<file path="src/rtl/store_align_pkg.sv">
// Shared memory-access definitions: access sizes, FSM states and the write-beat payload.
// The load-side extend logic uses the same definitions.
package store_align_pkg;

    localparam int unsigned ADDR_W = 32;
    localparam int unsigned DATA_W = 32;
    localparam int unsigned BE_W   = 4;
    localparam int unsigned OFF_W  = 2;

    typedef enum logic [1:0] {
        SIZE_BYTE = 2'b00,
        SIZE_HALF = 2'b01,
        SIZE_WORD = 2'b10,
        SIZE_RSVD = 2'b11
    } mem_size_e;

    typedef enum logic [1:0] {
        IDLE  = 2'b00,
        BEAT0 = 2'b01,
        BEAT1 = 2'b10
    } mem_state_e;

    typedef struct packed {
        logic [ADDR_W-1:0] addr;
        logic [DATA_W-1:0] wdata;
        logic [BE_W-1:0]   be;
    } mem_beat_t;

endpackage

</file>
<file path="src/rtl/store_lane_gen.sv">
// Places store data and byte mask into a two-word lane window starting at the byte offset.
module store_lane_gen
    import store_align_pkg::*;
(
    input  logic [OFF_W-1:0]    off,
    input  logic [1:0]          size,
    input  logic [DATA_W-1:0]   data,
    output logic [2*BE_W-1:0]   mask,
    output logic [2*DATA_W-1:0] lane
);

    logic [2*BE_W-1:0] base_mask;

    always_comb begin
        base_mask = '0;
        case (size)
            SIZE_BYTE: base_mask = 8'b0000_0001;
            SIZE_HALF: base_mask = 8'b0000_0011;
            SIZE_WORD: base_mask = 8'b0000_1111;
            default:   base_mask = '0;
        endcase
        mask = base_mask << off;
        lane = {{DATA_W{1'b0}}, data} << {off, 3'b000};
    end

endmodule

</file>
<file path="src/rtl/store_align.sv">
// Store alignment: turns a byte/half/word store at any byte address into one or two
// word-aligned memory write beats with byte enables.
module store_align
    import store_align_pkg::*;
#(
    parameter bit ALLOW_MISALIGNED = 1'b1
) (
    input  logic              clk,
    input  logic              rst,
    input  logic              req_valid,
    output logic              req_ready,
    input  logic [ADDR_W-1:0] req_addr,
    input  logic [DATA_W-1:0] req_data,
    input  logic [1:0]        req_size,
    output logic              mem_valid,
    input  logic              mem_ready,
    output logic [ADDR_W-1:0] mem_addr,
    output logic [DATA_W-1:0] mem_wdata,
    output logic [BE_W-1:0]   mem_be,
    output logic              done,
    output logic              err
);

    mem_state_e        state_q, state_d;
    mem_beat_t         beat_q, beat_d;
    logic [DATA_W-1:0] hi_wdata_q, hi_wdata_d;
    logic [BE_W-1:0]   hi_be_q, hi_be_d;
    logic              mem_valid_d, done_d, err_d, req_ready_d;

    logic [2*BE_W-1:0]   mask;
    logic [2*DATA_W-1:0] lane;
    logic                crossing, reject;

    store_lane_gen u_lane_gen (
        .off  (req_addr[OFF_W-1:0]),
        .size (req_size),
        .data (req_data),
        .mask (mask),
        .lane (lane)
    );

    assign crossing  = (mask[2*BE_W-1:BE_W] != '0);
    assign reject    = (req_size == SIZE_RSVD) || (crossing && (ALLOW_MISALIGNED == 1'b0));
    assign mem_addr  = beat_q.addr;
    assign mem_wdata = beat_q.wdata;
    assign mem_be    = beat_q.be;

    // Next-state and next-output logic; the upper lane half is parked for a possible second beat.
    always_comb begin
        state_d     = state_q;
        beat_d      = beat_q;
        hi_wdata_d  = hi_wdata_q;
        hi_be_d     = hi_be_q;
        mem_valid_d = mem_valid;
        req_ready_d = req_ready;
        done_d      = 1'b0;
        err_d       = 1'b0;
        case (state_q)
            IDLE: begin
                req_ready_d = 1'b1;
                if (req_valid && req_ready) begin
                    if (reject) begin
                        err_d = 1'b1;
                    end else begin
                        state_d      = BEAT0;
                        mem_valid_d  = 1'b1;
                        req_ready_d  = 1'b0;
                        beat_d.addr  = {req_addr[ADDR_W-1:OFF_W], 2'b00};
                        beat_d.wdata = lane[DATA_W-1:0];
                        beat_d.be    = mask[BE_W-1:0];
                        hi_wdata_d   = lane[2*DATA_W-1:DATA_W];
                        hi_be_d      = mask[2*BE_W-1:BE_W];
                    end
                end
            end
            BEAT0: begin
                if (mem_ready) begin
                    if (hi_be_q != '0) begin
                        state_d      = BEAT1;
                        beat_d.addr  = beat_q.addr + ADDR_W'(4);
                        beat_d.wdata = hi_wdata_q;
                        beat_d.be    = hi_be_q;
                    end else begin
                        state_d     = IDLE;
                        mem_valid_d = 1'b0;
                        req_ready_d = 1'b1;
                        done_d      = 1'b1;
                    end
                end
            end
            BEAT1: begin
                if (mem_ready) begin
                    state_d     = IDLE;
                    mem_valid_d = 1'b0;
                    req_ready_d = 1'b1;
                    done_d      = 1'b1;
                end
            end
            default: begin
                state_d     = IDLE;
                mem_valid_d = 1'b0;
                req_ready_d = 1'b1;
            end
        endcase
    end

    always_ff @(posedge clk) begin
        if (rst) begin
            state_q    <= IDLE;
            beat_q     <= '0;
            hi_wdata_q <= '0;
            hi_be_q    <= '0;
            mem_valid  <= 1'b0;
            req_ready  <= 1'b1;
            done       <= 1'b0;
            err        <= 1'b0;
        end else begin
            state_q    <= state_d;
            beat_q     <= beat_d;
            hi_wdata_q <= hi_wdata_d;
            hi_be_q    <= hi_be_d;
            mem_valid  <= mem_valid_d;
            req_ready  <= req_ready_d;
            done       <= done_d;
            err        <= err_d;
        end
    end

endmodule

</file>
<file path="config.mk">
export PLATFORM = sky130hd
export DESIGN_NAME = store_align
export DESIGN_NICKNAME = d
export VERILOG_FILES = /design/src/rtl/store_align_pkg.sv /design/src/rtl/store_lane_gen.sv /design/src/rtl/store_align.sv
export SDC_FILE = /design/constraint.sdc
export NUM_CORES = 1
export LEC_CHECK = 0
export CORE_MARGIN = 3
export CORE_UTILIZATION = 45
export CTS_CLUSTER_DIAMETER = 150
export DETAILED_ROUTE_END_ITERATION = 12
export GPL_TIMING_DRIVEN = 0
export PLACE_DENSITY = 0.77
export SETUP_SLACK_MARGIN = 0.3
export SYNTH_ARGS = -nofsm -noshare
export SYNTH_HDL_FRONTEND = slang
export SYNTH_HIERARCHICAL = 1
export SYNTH_SLANG_ARGS = --single-unit
</file>
<file path="constraint.sdc">
create_clock -name clk -period 2.7 [get_ports clk]
set_input_delay 0.405 -clock clk [delete_from_list [all_inputs] [get_ports clk]]
set_output_delay 0.405 -clock clk [all_outputs]
set_load 0.02 [all_outputs]
</file>
==> summary.txt, run 1 <==
Floorplanning
  – IO Count: 142
  – Die X: 121 microns
  – Row count: 41
  – Area of the core: 12800 sq um
  – Die H: around 120 microns
  – Die ar.: 14600 sq um
  – Initial Utilization: 46.6%

Global route
  – First-pass GRT wire length: 31300 microns
  – Largest net degree at the start of global routing: 22
  – Total GRT Usage: 27.1%
  – Congestion Overflow GR: 0
  – Initial antenna violation count: 0
  – Vias in the first global route: 5582

Status
  – Status: complete, no violations

Drt
  – Vias: just over 6k
  – Initial DRC count: 749
  – WL/cell: approximately 18 microns
  – Vias per inst: between 5 and 6
  – Final ANT Viol Nets: 0
  – Pre-antenna DRT Iters: 5
  – Residual DRC: 0
  – Post-Route WL: 20000 microns

Synthesis
  – Cells after synthesis: 752
  – Synth top area cells: dfxtp_1 (36%), mux2i_1 (12%), nand2_1 (8.0%)
  – Cell taking the most area after synthesis: dfxtp_1
  – #FFs+latches synth: 108
  – Post-synthesis cell area: 5950 sq um
  – Ys flop type: dfxtp_1
  – Synth top area share: between 30% and 40%
  – Sequential area share after synthesis: between 30% and 40%
  – Syn. warnings: 6
  – Fraction of registers with async set/reset: 0%
  – Cell variety after synth: 62
  – Post-Syn Area per Cell: between 7 and 8 sq um
  – Number of flops mapped to enable cells by yosys: 0

Power and ir drop
  – Tot Pwr: 4.75 mW
  – Lkg Pwr: 2.96 nW
  – Pwr Density: 602 nW/um^2
  – Maximum VDD drop: between 0.3 and 0.4 mV

Clock network
  – Clk Latency, worst-skew pair: 370 ps
  – Post_cts resized: 1
  – CTS tree: built
  – Worst-path clk slew: 80 ps
  – CTS Buf Count: 9
  – Post-CTS Setup Bufs: 0
  – CTS Buffer Depth: 2
  – Clock root cell: clkbuf_16
  – CTS H-tree lvls: 3
  – Clock sinks: ~110
  – Hold buffers post-CTS: 0

Critical path
  – CP Capture Type: flip-flop
  – Critical path class: flip-flop to flip-flop
  – Slowest CP cell: nor4_1
  – Worst endpoint required time: about 2900 ps
  – CP top delay family: simple AND/OR/NAND/NOR gates
  – CP Launch Type: flip-flop
  – Critical Path AT: 2500 ps
  – Crit Path Max Fanout: 8
  – Critical path buffer and inverter count: 0
  – CP Cell Sequence: nand3_1 > or3_1 > nor4_1 > a2bb2oi_1 > a31oi_1
  – Slowest stage delay, CP: about 550 ps

Place
  – Count of input and output buffers: 137
  – HPWL after DPL: 15200 microns
  – Placed cells: between 1k and 1.5k
  – Gpl congestion: 0.923

Timing
  – RSZ-0062 raised after global routing: yes
  – Final setup fails: 0
  – Slew margin rel.: 53.6%
  – Hold Vio Cnt, Final: 0
  – Final slew viol count: 0
  – Fmax achieved: ~440 MHz
  – Final Cycle Share: between 80% and 90%
  – Clock skew: 10.9 ps
  – Final min period: 2270 ps
  – Worst-Margin Slew: 691 ps

Layout
  – Share of layout cells above drive strength 1: 7.66%
  – Layout Cells excl Fill: 1086
  – Nets: 986
  – Antenna Cells: 0
  – Area Overhead vs Synth: 32.7%

Flow run
  – Max-cap violations: 0

Hold path
  – Hold Path Class: flip-flop to flip-flop
cell usage after synthesis, types with 2 or more instances:
cell	n
a22o_1	4
o21a_1	2
a311oi_1	2
buf_1	7
a41o_1	2
conb_1	2
nor3_1	8
and3_2	2
buf_4	13
buf_6	2
o21ai_0	36
nand3_1	11
and2_1	12
mux2i_1	71
or3_1	2
and3_1	13
o31ai_1	5
or4_1	4
buf_2	20
o2bb2ai_1	2
nand4_1	4
dfxtp_1	108
nor4_1	8
nand2_1	127
a211oi_1	47
o22ai_1	10
inv_1	13
nor2b_1	4
a31oi_1	6
nand4_2	2
a22oi_1	3
nand4b_1	2
clkbuf_1	30
o211ai_1	2
nand2b_1	3
nor2_1	66
and4_1	3
ha_1	7
a21oi_1	64
per-stage QoR:
stage	setup WS, ps	hold slack [ps]	instance area, sq um	TNS, ps	util (%)
3_5_place_dp	-96.6	446	7570	-2220	59.3
6_report	427	456	7900	0	61.8
5_1_grt	293	477	7900	0	61.8
4_1_cts	353	457	7870	0	61.6
2_1_floorplan	637	436	5990	0	-
3_3_place_gp	-119	442	7570	-2700	59.3
registers in the layout (all words and copies together), names as in the netlist:
name / count
done: 1
err: 1
hi_be_q: 4
hi_wdata_q: 32
mem_addr: 30
mem_be: 4
mem_valid: 1
mem_wdata: 32
req_ready: 1
state_q: 2
final cells by class:
type                       instances  area [sq um]
sequential                       108          2160
clock buffer                       9           225
multi-input combinational        566          3420
fill                            1131          4880
timing repair buffer             137          1370
tap                              172           215
inverter                          15          56.3
clock inverter                     7          76.3
buffer                            72           365
final timing paths:
check / start / endpoint / slack (ps) / cells past startpoint
max reg2reg: mem_addr[10]$_SDFFE_PP0P_ / mem_addr[25]$_SDFFE_PP0P_ / 430 / 5
min reg2reg: hi_wdata_q[30]$_SDFFE_PP0P_ / hi_wdata_q[30]$_SDFFE_PP0P_ / 460 / 2
min: hi_wdata_q[30]$_SDFFE_PP0P_ / hi_wdata_q[30]$_SDFFE_PP0P_ / 460 / 2
max: mem_addr[10]$_SDFFE_PP0P_ / mem_addr[25]$_SDFFE_PP0P_ / 430 / 5
where the power goes:
| group | internal, mW | switching (mW) |
|---|---|---|
| registers | 1.77 | 0.159 |
| logic | 0.640 | 0.832 |
| clock network | 0.663 | 0.693 |
| total | 3.07 | 1.68 |
cells in the final DEF, fill, tap and decap left out, drive strengths merged, types with 36 or more instances in the layout:
cell type	instances
clkdlybuf4s50	137
nand2	128
dfxtp	108
mux2i	71
nor2	66
a21oi	64
a211oi	47
clkbuf	43
buf	38
o21ai	36
layer usage:
metal	part of all wire (%)	GRT usage, %	vias up
li1	-	-	2976
met1	45	40.2	2880
met2	44	39.6	312
met3	9.1	5.17	34
met4	2.1	8.50	0
met5	0	0	-
kinds of logic (layout without fill, tap and decap cells):
| family | Yosys count | after routing | share of synthesized area [%] |
|---|---|---|---|
| buffers and inverters | 87 | 240 | 6.98 |
| muxes | 71 | 71 | 11.9 |
| other | 2 | 11 | 0.126 |
| DFF | 108 | 108 | 36.3 |
| adders and majority gates | 7 | 7 | 1.47 |
| and+or+nand+nor | 279 | 279 | 21.8 |
| AOI/OAI and AO/OA | 198 | 198 | 21.3 |
worst register-to-register path, cell delays in order (launching register included):
cell and delay [ps]:
dfxtp_1 450, nand3_1 330, or3_1 480, nor4_1 550, a2bb2oi_1 240, a31oi_1 90
No activity file was read; power rests on OpenSTA's default activity.
==> inputs of run 2 (changes only) <==
PLACE_DENSITY = 0.8   (was 0.77)
clock period = 1.84 ns   (was 2.7 ns; I/O delays follow)
==> run 2 against run 1 <==
- die area unchanged
- the flow now finishes with violations (setup timing)
- sequential cell count unchanged
- design area increased by 18%
- clock power increased by 49%
- clock skew decreased by 3.0 ps
- critical path depth increased by 2
- hold slack got worse by 150 ps
- largest power group unchanged
- critical path type unchanged
- critical endpoint is now mem_addr[14]$_SDFFE_PP0P_
- fmax increased by 22%
==> summary.txt, run 2 (same netlist as run 1, synthesis figures left out) <==
Status
  – Status: finished, violations left
  – Failing checks: setup timing

Floorplanning
  – Initial Utilization: 46.6% (unchanged)
  – Row count: 41 (unchanged)
  – Die H: 121 microns (unchanged)
  – Die X: 121 microns (unchanged)
  – Die ar.: 14600 sq um (unchanged)
  – Area of the core: 12800 sq um (unchanged)
  – IO Count: 142 (unchanged)

Critical path
  – Worst endpoint required time: 2050 ps (-880 ps)
  – Crit Path Max Fanout: 8 (unchanged)
  – Reg-to-reg slack, setup: -20 ps (-450 ps)
  – Critical Path AT: 2070 ps (-430 ps)
  – CP Launch Type: flip-flop
  – CP Cell Sequence: o41ai_4 > o22ai_2 > and2_4 > buf_12 > clkbuf_16 > a311oi_2 > nor4_1
  – Slowest stage delay, CP: 450 ps (-100 ps)
  – Slowest CP cell: o41ai_4
  – CP Capture Type: flip-flop
  – Critical path class: flip-flop to flip-flop

Global route
  – First-pass GRT wire length: 34600 microns (+11%)
  – Initial antenna violation count: 0 (unchanged)
  – Congestion Overflow GR: 0 (unchanged)
  – Total GRT Usage: 29.8% (+2.7 points)
  – Vias in the first global route: 6473 (+16%)
  – Largest net degree at the start of global routing: 19 (-14%)

Power and ir drop
  – Tot Pwr: 7.68 mW (+61%)
  – Maximum VDD drop: 0.489 mV (+61%)
  – Lkg Pwr: 3.87 nW (+31%)
  – Pwr Density: 824 nW/um^2 (+37%)

Clock network
  – Clock root cell: clkbuf_16
  – Clk Latency, worst-skew pair: 360 ps (about the same)
  – CTS tree: built
  – CTS H-tree lvls: 3 (unchanged)
  – Clock sinks: 108 (unchanged)
  – CTS Buffer Depth: 2 (unchanged)
  – Worst-path clk slew: 80 ps (about the same)
  – CTS Buf Count: 9 (unchanged)

Layout
  – Share of layout cells above drive strength 1: 27.8% (+20 points)
  – Final core utilization: 72.9% (+11 points)
  – Nets: 1048 (+6.3%)
  – Commonest non-fill, non-tap cell in the layout: nand2_1
  – Layout Cells excl Fill: 1148 (+5.7%)
  – Most frequent cells in the layout: nand2_1 (118), dfxtp_1 (79), dlygate4sd2_1 (72), mux2i_1 (68), buf_4 (65)
  – Area Overhead vs Synth: 56.5%
  – Antenna Cells: 0 (unchanged)
  – Finished Cell Area: 9320 sq um (+18%)

Drt
  – Residual DRC: 0 (unchanged)
  – Pre-antenna DRT Iters: 9 (+4)
  – Vias: 6894 (+11%)
  – WL/cell: 20.3 microns (+10%)
  – Initial DRC count: 967 (+29%)
  – Post-Route WL: 23300 microns (+17%)
  – Vias per inst: 6.01 (+5.2%)
  – Final ANT Viol Nets: 0 (unchanged)

Timing
  – Setup tns final: -111 ps (-111 ps)
  – Hold Vio Cnt, Final: 0 (unchanged)
  – Clock skew: 7.93 ps (-2.98 ps)
  – Final slew viol count: 0 (unchanged)
  – Final Cycle Share: 101% (+17 points)
  – Post-layout worst setup margin: -24.3 ps (-451 ps)
  – Final min period: 1860 ps (-409 ps)
  – Final setup fails: 10 (+10)
  – Fmax achieved: 536 MHz (+22%)
  – Final Hold Slack: 308 ps (-148 ps)
  – RSZ-0062 raised after global routing: yes
  – Worst-Margin Slew: 895 ps (+204 ps)
  – Slew margin rel.: 40.3% (-13 points)

Place
  – DP Worst Slack: -461 ps (-365 ps)
  – Gpl congestion: 0.996 (+7.9%)
  – Dpl cell area: 7950 sq um (+5.0%)
  – Placed cells: 1070 (unchanged)
  – HPWL after DPL: 15100 microns (-0.68%)
  – Count of input and output buffers: 137 (unchanged)

Flow run
  – Max-cap violations: 0 (unchanged)

Hold path
  – Hold Path Class: input pin to flip-flop
[run 2: changes by cell type in the layout (fill, tap and decap cells not counted), moves of 15 or more]
| cell | previous run | this run |
|---|---|---|
| a211oi_1 | 47 | 14 |
| a211oi_2 | 0 | 33 |
| buf_4 | 13 | 65 |
| buf_6 | 2 | 17 |
| clkbuf_1 | 30 | 12 |
| clkdlybuf4s50_1 | 137 | 64 |
| dfxtp_1 | 108 | 79 |
| dfxtp_4 | 0 | 16 |
| dlygate4sd2_1 | 0 | 72 |
[run 2: final cells by class]
class | instances | area, sq um
multi-input cells | 566 | 3930
fillers | 912 | 3460
inverters | 15 | 71.3
clock buffers | 9 | 225
repair buffers | 198 | 1860
repair inverters | 1 | 8.76
plain buffers | 72 | 696
well taps | 172 | 215
clock inverters | 7 | 72.6
flip-flops and latches | 108 | 2240
[run 2: worst paths after layout]
path / from / endpoint / cells after the start
worst max-delay path: hi_be_q[3]$_SDFFE_PP0P_ / mem_addr[14]$_SDFFE_PP0P_ / 7
worst min-delay path: req_valid / err$_SDFF_PP0_ / 3
worst max register to register: hi_be_q[3]$_SDFFE_PP0P_ / mem_addr[14]$_SDFFE_PP0P_ / 7
worst min register to register: hi_wdata_q[25]$_SDFFE_PP0P_ / hi_wdata_q[25]$_SDFFE_PP0P_ / 2
[run 2: repair_timing]
item	CTS	global route
hold buffers	0	0
buffers inserted	33	19
pin swaps	21	22
gates cloned	7	3
resized for setup	161	83
endpoints found under the setup margin	176	103
[run 2: worst max-delay path: cells and delay by family, from the launching register on]
kind            cells  cell delay (ps)
compound gates      3              770
flops               1              360
simple gates        2              260
buf+inv             2              310
[run 2: metal layers]
metal	share of wire, %	track usage (%)	up-vias
li1	-	-	3104
met2	47	47.3	461
met4	3.8	13.0	0
met1	40	40.0	3231
met3	9.8	4.99	98
met5	0	0	-
[run 2: power breakdown]
group	total, mW	switching (mW)	internal [mW]	leakage, nW
logic	2.79	1.51	1.28	2.81
clock network	2.03	0.963	1.07	0.151
registers	2.85	0.240	2.61	0.902
